===== src/rtl/step_clk_gen.sv =====
// Datapath clock source: a divided free-running clock, or exactly one pulse per
// debounced push-button press, plus a count of the rising edges issued.
`timescale 1ns/1ps
module step_clk_gen #(
  parameter int unsigned DIV_COUNT       = 50000000,
  parameter int unsigned DEBOUNCE_CYCLES = 1000000,
  parameter int unsigned STEP_HIGH       = 16
) (
  input  logic        Clk,
  input  logic        Reset,
  input  logic        Run,
  input  logic        StepBtn,
  output logic        Clk_f,
  output logic        Running,
  output logic [15:0] CycleCount
);

  // The divider serves both the free-run half-period and the single-step high time.
  localparam int unsigned DIV_SPAN = (DIV_COUNT > STEP_HIGH) ? DIV_COUNT : STEP_HIGH;
  localparam int unsigned DIV_W    = $clog2(DIV_SPAN);
  localparam int unsigned DEB_W    = $clog2(DEBOUNCE_CYCLES);

  localparam logic [DIV_W-1:0] DIV_LAST  = DIV_W'(DIV_COUNT - 1);
  localparam logic [DIV_W-1:0] STEP_LAST = DIV_W'(STEP_HIGH - 1);
  localparam logic [DIV_W-1:0] DIV_ONE   = DIV_W'(1);
  localparam logic [DEB_W-1:0] DEB_LAST  = DEB_W'(DEBOUNCE_CYCLES - 1);
  localparam logic [DEB_W-1:0] DEB_ONE   = DEB_W'(1);

  typedef enum logic [1:0] {
    ST_IDLE = 2'd0,
    ST_STEP = 2'd1,
    ST_RUN  = 2'd2
  } state_e;

  logic             run_meta_q;
  logic             run_sync_q;
  logic             btn_meta_q;
  logic             btn_sync_q;

  logic [DEB_W-1:0] deb_cnt_q;
  logic [DEB_W-1:0] deb_cnt_d;
  logic             deb_lvl_q;
  logic             deb_lvl_d;
  logic             step_req_q;
  logic             step_req_d;

  state_e           state_q;
  state_e           state_d;
  logic [DIV_W-1:0] div_q;
  logic [DIV_W-1:0] div_d;
  logic             clk_f_q;
  logic             clk_f_d;
  logic             running_q;
  logic             running_d;
  logic [15:0]      cycle_q;
  logic [15:0]      cycle_d;

  // Two-flop synchronizers for the asynchronous switch and button.
  always_ff @(posedge Clk or posedge Reset) begin
    if (Reset) begin
      run_meta_q <= 1'b0;
      run_sync_q <= 1'b0;
      btn_meta_q <= 1'b0;
      btn_sync_q <= 1'b0;
    end else begin
      run_meta_q <= Run;
      run_sync_q <= run_meta_q;
      btn_meta_q <= StepBtn;
      btn_sync_q <= btn_meta_q;
    end
  end

  // Debouncer: the level only moves after DEBOUNCE_CYCLES consecutive differing samples.
  always_comb begin
    deb_cnt_d  = deb_cnt_q;
    deb_lvl_d  = deb_lvl_q;
    step_req_d = 1'b0;
    if (btn_sync_q != deb_lvl_q) begin
      if (deb_cnt_q == DEB_LAST) begin
        deb_lvl_d  = btn_sync_q;
        deb_cnt_d  = '0;
        step_req_d = btn_sync_q;
      end else begin
        deb_cnt_d = deb_cnt_q + DEB_ONE;
      end
    end else begin
      deb_cnt_d = '0;
    end
  end

  // Debouncer state and the registered one-cycle press request.
  always_ff @(posedge Clk or posedge Reset) begin
    if (Reset) begin
      deb_cnt_q  <= '0;
      deb_lvl_q  <= 1'b0;
      step_req_q <= 1'b0;
    end else begin
      deb_cnt_q  <= deb_cnt_d;
      deb_lvl_q  <= deb_lvl_d;
      step_req_q <= step_req_d;
    end
  end

  // Mode FSM, divider and Clk_f next state; a free-run high phase always completes.
  always_comb begin
    state_d = state_q;
    div_d   = div_q;
    clk_f_d = clk_f_q;
    case (state_q)
      ST_IDLE: begin
        clk_f_d = 1'b0;
        div_d   = '0;
        if (run_sync_q) begin
          state_d = ST_RUN;
        end else if (step_req_q) begin
          state_d = ST_STEP;
          clk_f_d = 1'b1;
        end else begin
          state_d = ST_IDLE;
        end
      end
      ST_STEP: begin
        if (div_q == STEP_LAST) begin
          state_d = ST_IDLE;
          clk_f_d = 1'b0;
          div_d   = '0;
        end else begin
          clk_f_d = 1'b1;
          div_d   = div_q + DIV_ONE;
        end
      end
      ST_RUN: begin
        if (!run_sync_q && !clk_f_q) begin
          state_d = ST_IDLE;
          clk_f_d = 1'b0;
          div_d   = '0;
        end else if (div_q == DIV_LAST) begin
          div_d   = '0;
          clk_f_d = ~clk_f_q;
          if (clk_f_q && !run_sync_q) begin
            state_d = ST_IDLE;
          end else begin
            state_d = ST_RUN;
          end
        end else begin
          div_d = div_q + DIV_ONE;
        end
      end
      default: begin
        state_d = ST_IDLE;
        clk_f_d = 1'b0;
        div_d   = '0;
      end
    endcase
    running_d = (state_d == ST_RUN);
    if (clk_f_d && !clk_f_q) begin
      cycle_d = cycle_q + 16'd1;
    end else begin
      cycle_d = cycle_q;
    end
  end

  // FSM, divider and output registers; every output comes straight from a flop.
  always_ff @(posedge Clk or posedge Reset) begin
    if (Reset) begin
      state_q   <= ST_IDLE;
      div_q     <= '0;
      clk_f_q   <= 1'b0;
      running_q <= 1'b0;
      cycle_q   <= 16'd0;
    end else begin
      state_q   <= state_d;
      div_q     <= div_d;
      clk_f_q   <= clk_f_d;
      running_q <= running_d;
      cycle_q   <= cycle_d;
    end
  end

  assign Clk_f      = clk_f_q;
  assign Running    = running_q;
  assign CycleCount = cycle_q;

endmodule


===== config.mk =====
export PLATFORM = sky130hd
export DESIGN_NAME = step_clk_gen
export DESIGN_NICKNAME = d
export VERILOG_FILES = /design/src/rtl/step_clk_gen.sv
export SDC_FILE = /design/constraint.sdc
export NUM_CORES = 1
export LEC_CHECK = 0
export BUFFER_PORTS_ARGS = -buffer_cell sky130_fd_sc_hd__buf_2
export CAP_MARGIN = 20
export CORE_ASPECT_RATIO = 1.75
export CORE_UTILIZATION = 30
export DETAILED_ROUTE_END_ITERATION = 12
export GPL_TIMING_DRIVEN = 1
export PLACE_DENSITY = 0.55
export SLEW_MARGIN = 20
export SYNTH_ARGS = -nofsm -noshare
export SYNTH_HDL_FRONTEND = slang
export SYNTH_SLANG_ARGS = --single-unit
export TNS_END_PERCENT = 100

===== constraint.sdc =====
create_clock -name Clk -period 5.05 [get_ports Clk]
set_input_delay 1.01 -clock Clk [delete_from_list [all_inputs] [get_ports Clk]]
set_output_delay 1.01 -clock Clk [all_outputs]
set_load 0.02 [all_outputs]

==> load_flow_metrics.sql <==
INSERT INTO impl_metrics (metric_group, metric, value, unit) VALUES
('outcome', 'status', 'complete, no violations', ''),
('logic_synthesis', 'synth.cell_area', '3670', 'sq um'),
('global_route', 'antenna_found_initial', '0', ''),
('global_route', 'first_pass_grt_wire_length', '13.2', 'mm'),
('logic_synthesis', 'synthAdderAreaFrac', '2.38', '%'),
('clocking', 'clock-sinks', '72', ''),
('logic_synthesis', 'total_nets_after_synthesis', '360', ''),
('clocking', 'ctsLongestPathBuffers', '2', ''),
('drt', 'dr_total_vias', '2589', ''),
('timing', 'finalSetupViolations', '0', ''),
('logic_synthesis', 'ys_dominant_reg_cell', 'dfrtp_1', ''),
('global_route', 'maximum_number_of_pins_on_one_net_before_global_route_repair', '47', ''),
('placed_design', 'finalWeightedCongestion', '0.786', ''),
('worst_setup_path', 'critical-path-max-stage-delay', '540', 'ps'),
('logic_synthesis', 'ys_types', '48', ''),
('floorplanning', 'die_width', '85.7', 'um'),
('logic_synthesis', 'synthSimpleGateAreaFrac', '23.0', '%'),
('drt', 'route.antenna.remaining_nets', '0', ''),
('timing', 'unrepaired_setup_endpoints_after_global_routing', 'false', ''),
('logic_synthesis', 'synth_compound_area_share', '7.97', '%'),
('clocking', 'clock_latency', '330', 'ps'),
('global_route', 'globalRouteOverflowTotal', '0', ''),
('worst_setup_path', 'critPathBufInv', '0', ''),
('clocking', 'cts.root.buffer_cell', 'clkbuf_16', ''),
('drt', 'drt_wl_total', '7.56', 'mm'),
('global_route', 'grt_use_total', '13.4', '%'),
('floorplanning', 'io_pins', '22', ''),
('drt', 'drc', '0', ''),
('drt', 'detail_route.iter0.violations', '168', ''),
('timing', 'tns', '0', 'ps'),
('power', 'worst_ir_drop_vdd', '126', 'uV'),
('timing', 'hold_viol_final', '0', ''),
('power', 'power.density_cell_area', '297', 'nW/um^2'),
('clocking', 'tritoncts_clock_tree', 'built', ''),
('clocking', 'post_cts_setup_bufs', '0', ''),
('drt', 'post_drt_via_cell_ratio', '4.76', ''),
('clocking', 'number_of_buffers_created_by_cts', '9', ''),
('drt', 'routed_wire_length_per_instance', '13.9', 'um'),
('clocking', 'path_clk_slew', '60', 'ps'),
('placed_design', 'placement.io_buffers', '21', ''),
('logic_synthesis', 'main_combinational_cell_family_by_area_after_synthesis', 'simple AND/OR/NAND/NOR gates', ''),
('placed_design', 'instance_count_after_placement_with_tap_cells_included', '528', ''),
('worst_setup_path', 'critical_path.max_fanout', '15', ''),
('worst_setup_path', 'critical-path-slowest-cell', 'a2111oi_2', ''),
('placed_design', 'hpwl_detailed', '5.29', 'mm'),
('logic_synthesis', 'yosys.area.top_type_share', '49.0', '%'),
('floorplanning', 'die_y', '148', 'um'),
('logic_synthesis', 'synth_seq_area_share', '49.0', '%'),
('worst_setup_path', 'worstPathArrival', '2650', 'ps'),
('worst_hold_path', 'hold_path_class', 'reg -> reg', ''),
('timing', 'actual_transition_at_the_worst_max_transition_pin', '953', 'ps'),
('timing', 'timing.slew.headroom', '36.4', '%'),
('timing', 'fmaxAchievable', '419', 'MHz'),
('layout', 'num-nets-final', '385', ''),
('worst_setup_path', 'cells_along_the_critical_path', 'nor4_1 -> and4_1 -> nand3_2 -> a2111oi_2 -> xor2_1', ''),
('worst_setup_path', 'nature_of_the_critical_path_endpoint', 'flop', ''),
('logic_synthesis', 'most_repeated_cell_in_the_gate_level_netlist_after_synthesis', 'dfrtp_1', ''),
('floorplanning', 'core_area', '12000', 'sq um'),
('job', 'maxCapViolCount', '0', ''),
('floorplanning', 'placement_rows', '53', ''),
('logic_synthesis', 'post-synth-top-area-cell', 'dfrtp_1', ''),
('logic_synthesis', 'synth_mux_area_share', '0.715', '%'),
('logic_synthesis', 'synth.top_cells.by_area', 'dfrtp_1, xor2_1, xnor2_1', ''),
('logic_synthesis', 'async_flop_share', '100', '%'),
('layout', 'instances_no_fill', '544', ''),
('timing', 'drv_slew', '0', ''),
('logic_synthesis', 'syn_area_per_cell', '10.5', 'sq um'),
('timing', 'timing.final.crit_share', '47.3', '%'),
('clocking', 'number_of_gates_resized_after_cts', '0', ''),
('logic_synthesis', 'synth_enable_flop_cells', '0', ''),
('logic_synthesis', 'post_synthesis_sequential_element_count', '72', '');
stage by stage:
stage | hold WS (ps) | area (sq um) | util (%) | worst slack, ps
4_1_cts | 355 | 4240 | 35.3 | 2480
5_1_grt | 365 | 4250 | 35.4 | 2440
2_1_floorplan | 331 | 3670 | - | 2220
3_3_place_gp | 333 | 3940 | 32.8 | 2570
3_5_place_dp | 341 | 3940 | 32.8 | 2490
6_report | 350 | 4250 | 35.4 | 2660
cell families after synthesis:
logic type | after synthesis
AOI/OAI and AO/OA | 28
xor gates and xnor gates | 58
adders and majority gates | 7
buffers and inverters | 23
DFF | 72
muxes | 2
and+or+nand+nor | 159
layout make-up:
type | instances | area, sq um | share of cell area (%)
flip-flops and latches | 72 | 1800 | 42.4
clock inverters | 3 | 40.0 | 0.943
repair buffers | 22 | 113 | 2.65
clock buffers | 13 | 260 | 6.13
well taps | 165 | 206 | 4.86
multi-input cells | 254 | 1770 | 41.6
inverters | 15 | 56.3 | 1.33
flip-flops by register name, summed over array words and instances, names as in the netlist:
name        flops
deb_lvl_q       1
btn_sync_q      1
div_q          26
CycleCount     16
Running         1
btn_meta_q      1
run_meta_q      1
run_sync_q      1
step_req_q      1
Clk_f           1
state_q         2
deb_cnt_q      20
power by group:
group,total (mW),internal [mW],switching (mW)
registers,0.589,0.583,0.00583
clock network,0.638,0.408,0.230
logic,0.0359,0.00955,0.0263
total,1.26,1.00,0.262
layer usage:
layer / vias to the layer above / share of wire (%) / global-route usage [%] / routed length, um
li1: 1255 / - / - / -
met1: 1289 / 39 / 14.0 / 2990
met2: 29 / 55 / 24.3 / 4170
met3: 16 / 2.7 / 3.27 / 206
met4: 0 / 2.7 / 7.08 / 201
met5: - / 0 / 0 / 0
worst paths after layout:
path	start	end	slack, ps	cells after the start
setup reg to reg	div_q[16]$_DFF_PP0_	CycleCount[12]$_DFFE_PP0P_	2660	5
hold / removal	btn_meta_q$_DFF_PP0_	btn_sync_q$_DFF_PP0_	350	0
setup / recovery	div_q[16]$_DFF_PP0_	CycleCount[12]$_DFFE_PP0P_	2660	5
hold reg to reg	btn_meta_q$_DFF_PP0_	btn_sync_q$_DFF_PP0_	350	0
max in group asynchronous	Reset	div_q[9]$_DFF_PP0_	3240	3
min in group asynchronous	Reset	CycleCount[15]$_DFFE_PP0P_	890	2
cell usage in the layout (no fill, tap or decap), types with 8 or more instances in the layout:
master     Yosys  routed
a211oi_2      10      10
and3_1         8       8
buf_2          4      21
clkbuf_16      0       9
dfrtp_1       72      72
inv_1         15      14
nand2_1       17      17
nand3_1       27      27
nand4_1       11      11
nor2_1        57      57
xnor2_1       25      25
xor2_1        33      33
(Power assumes the default switching activity.)
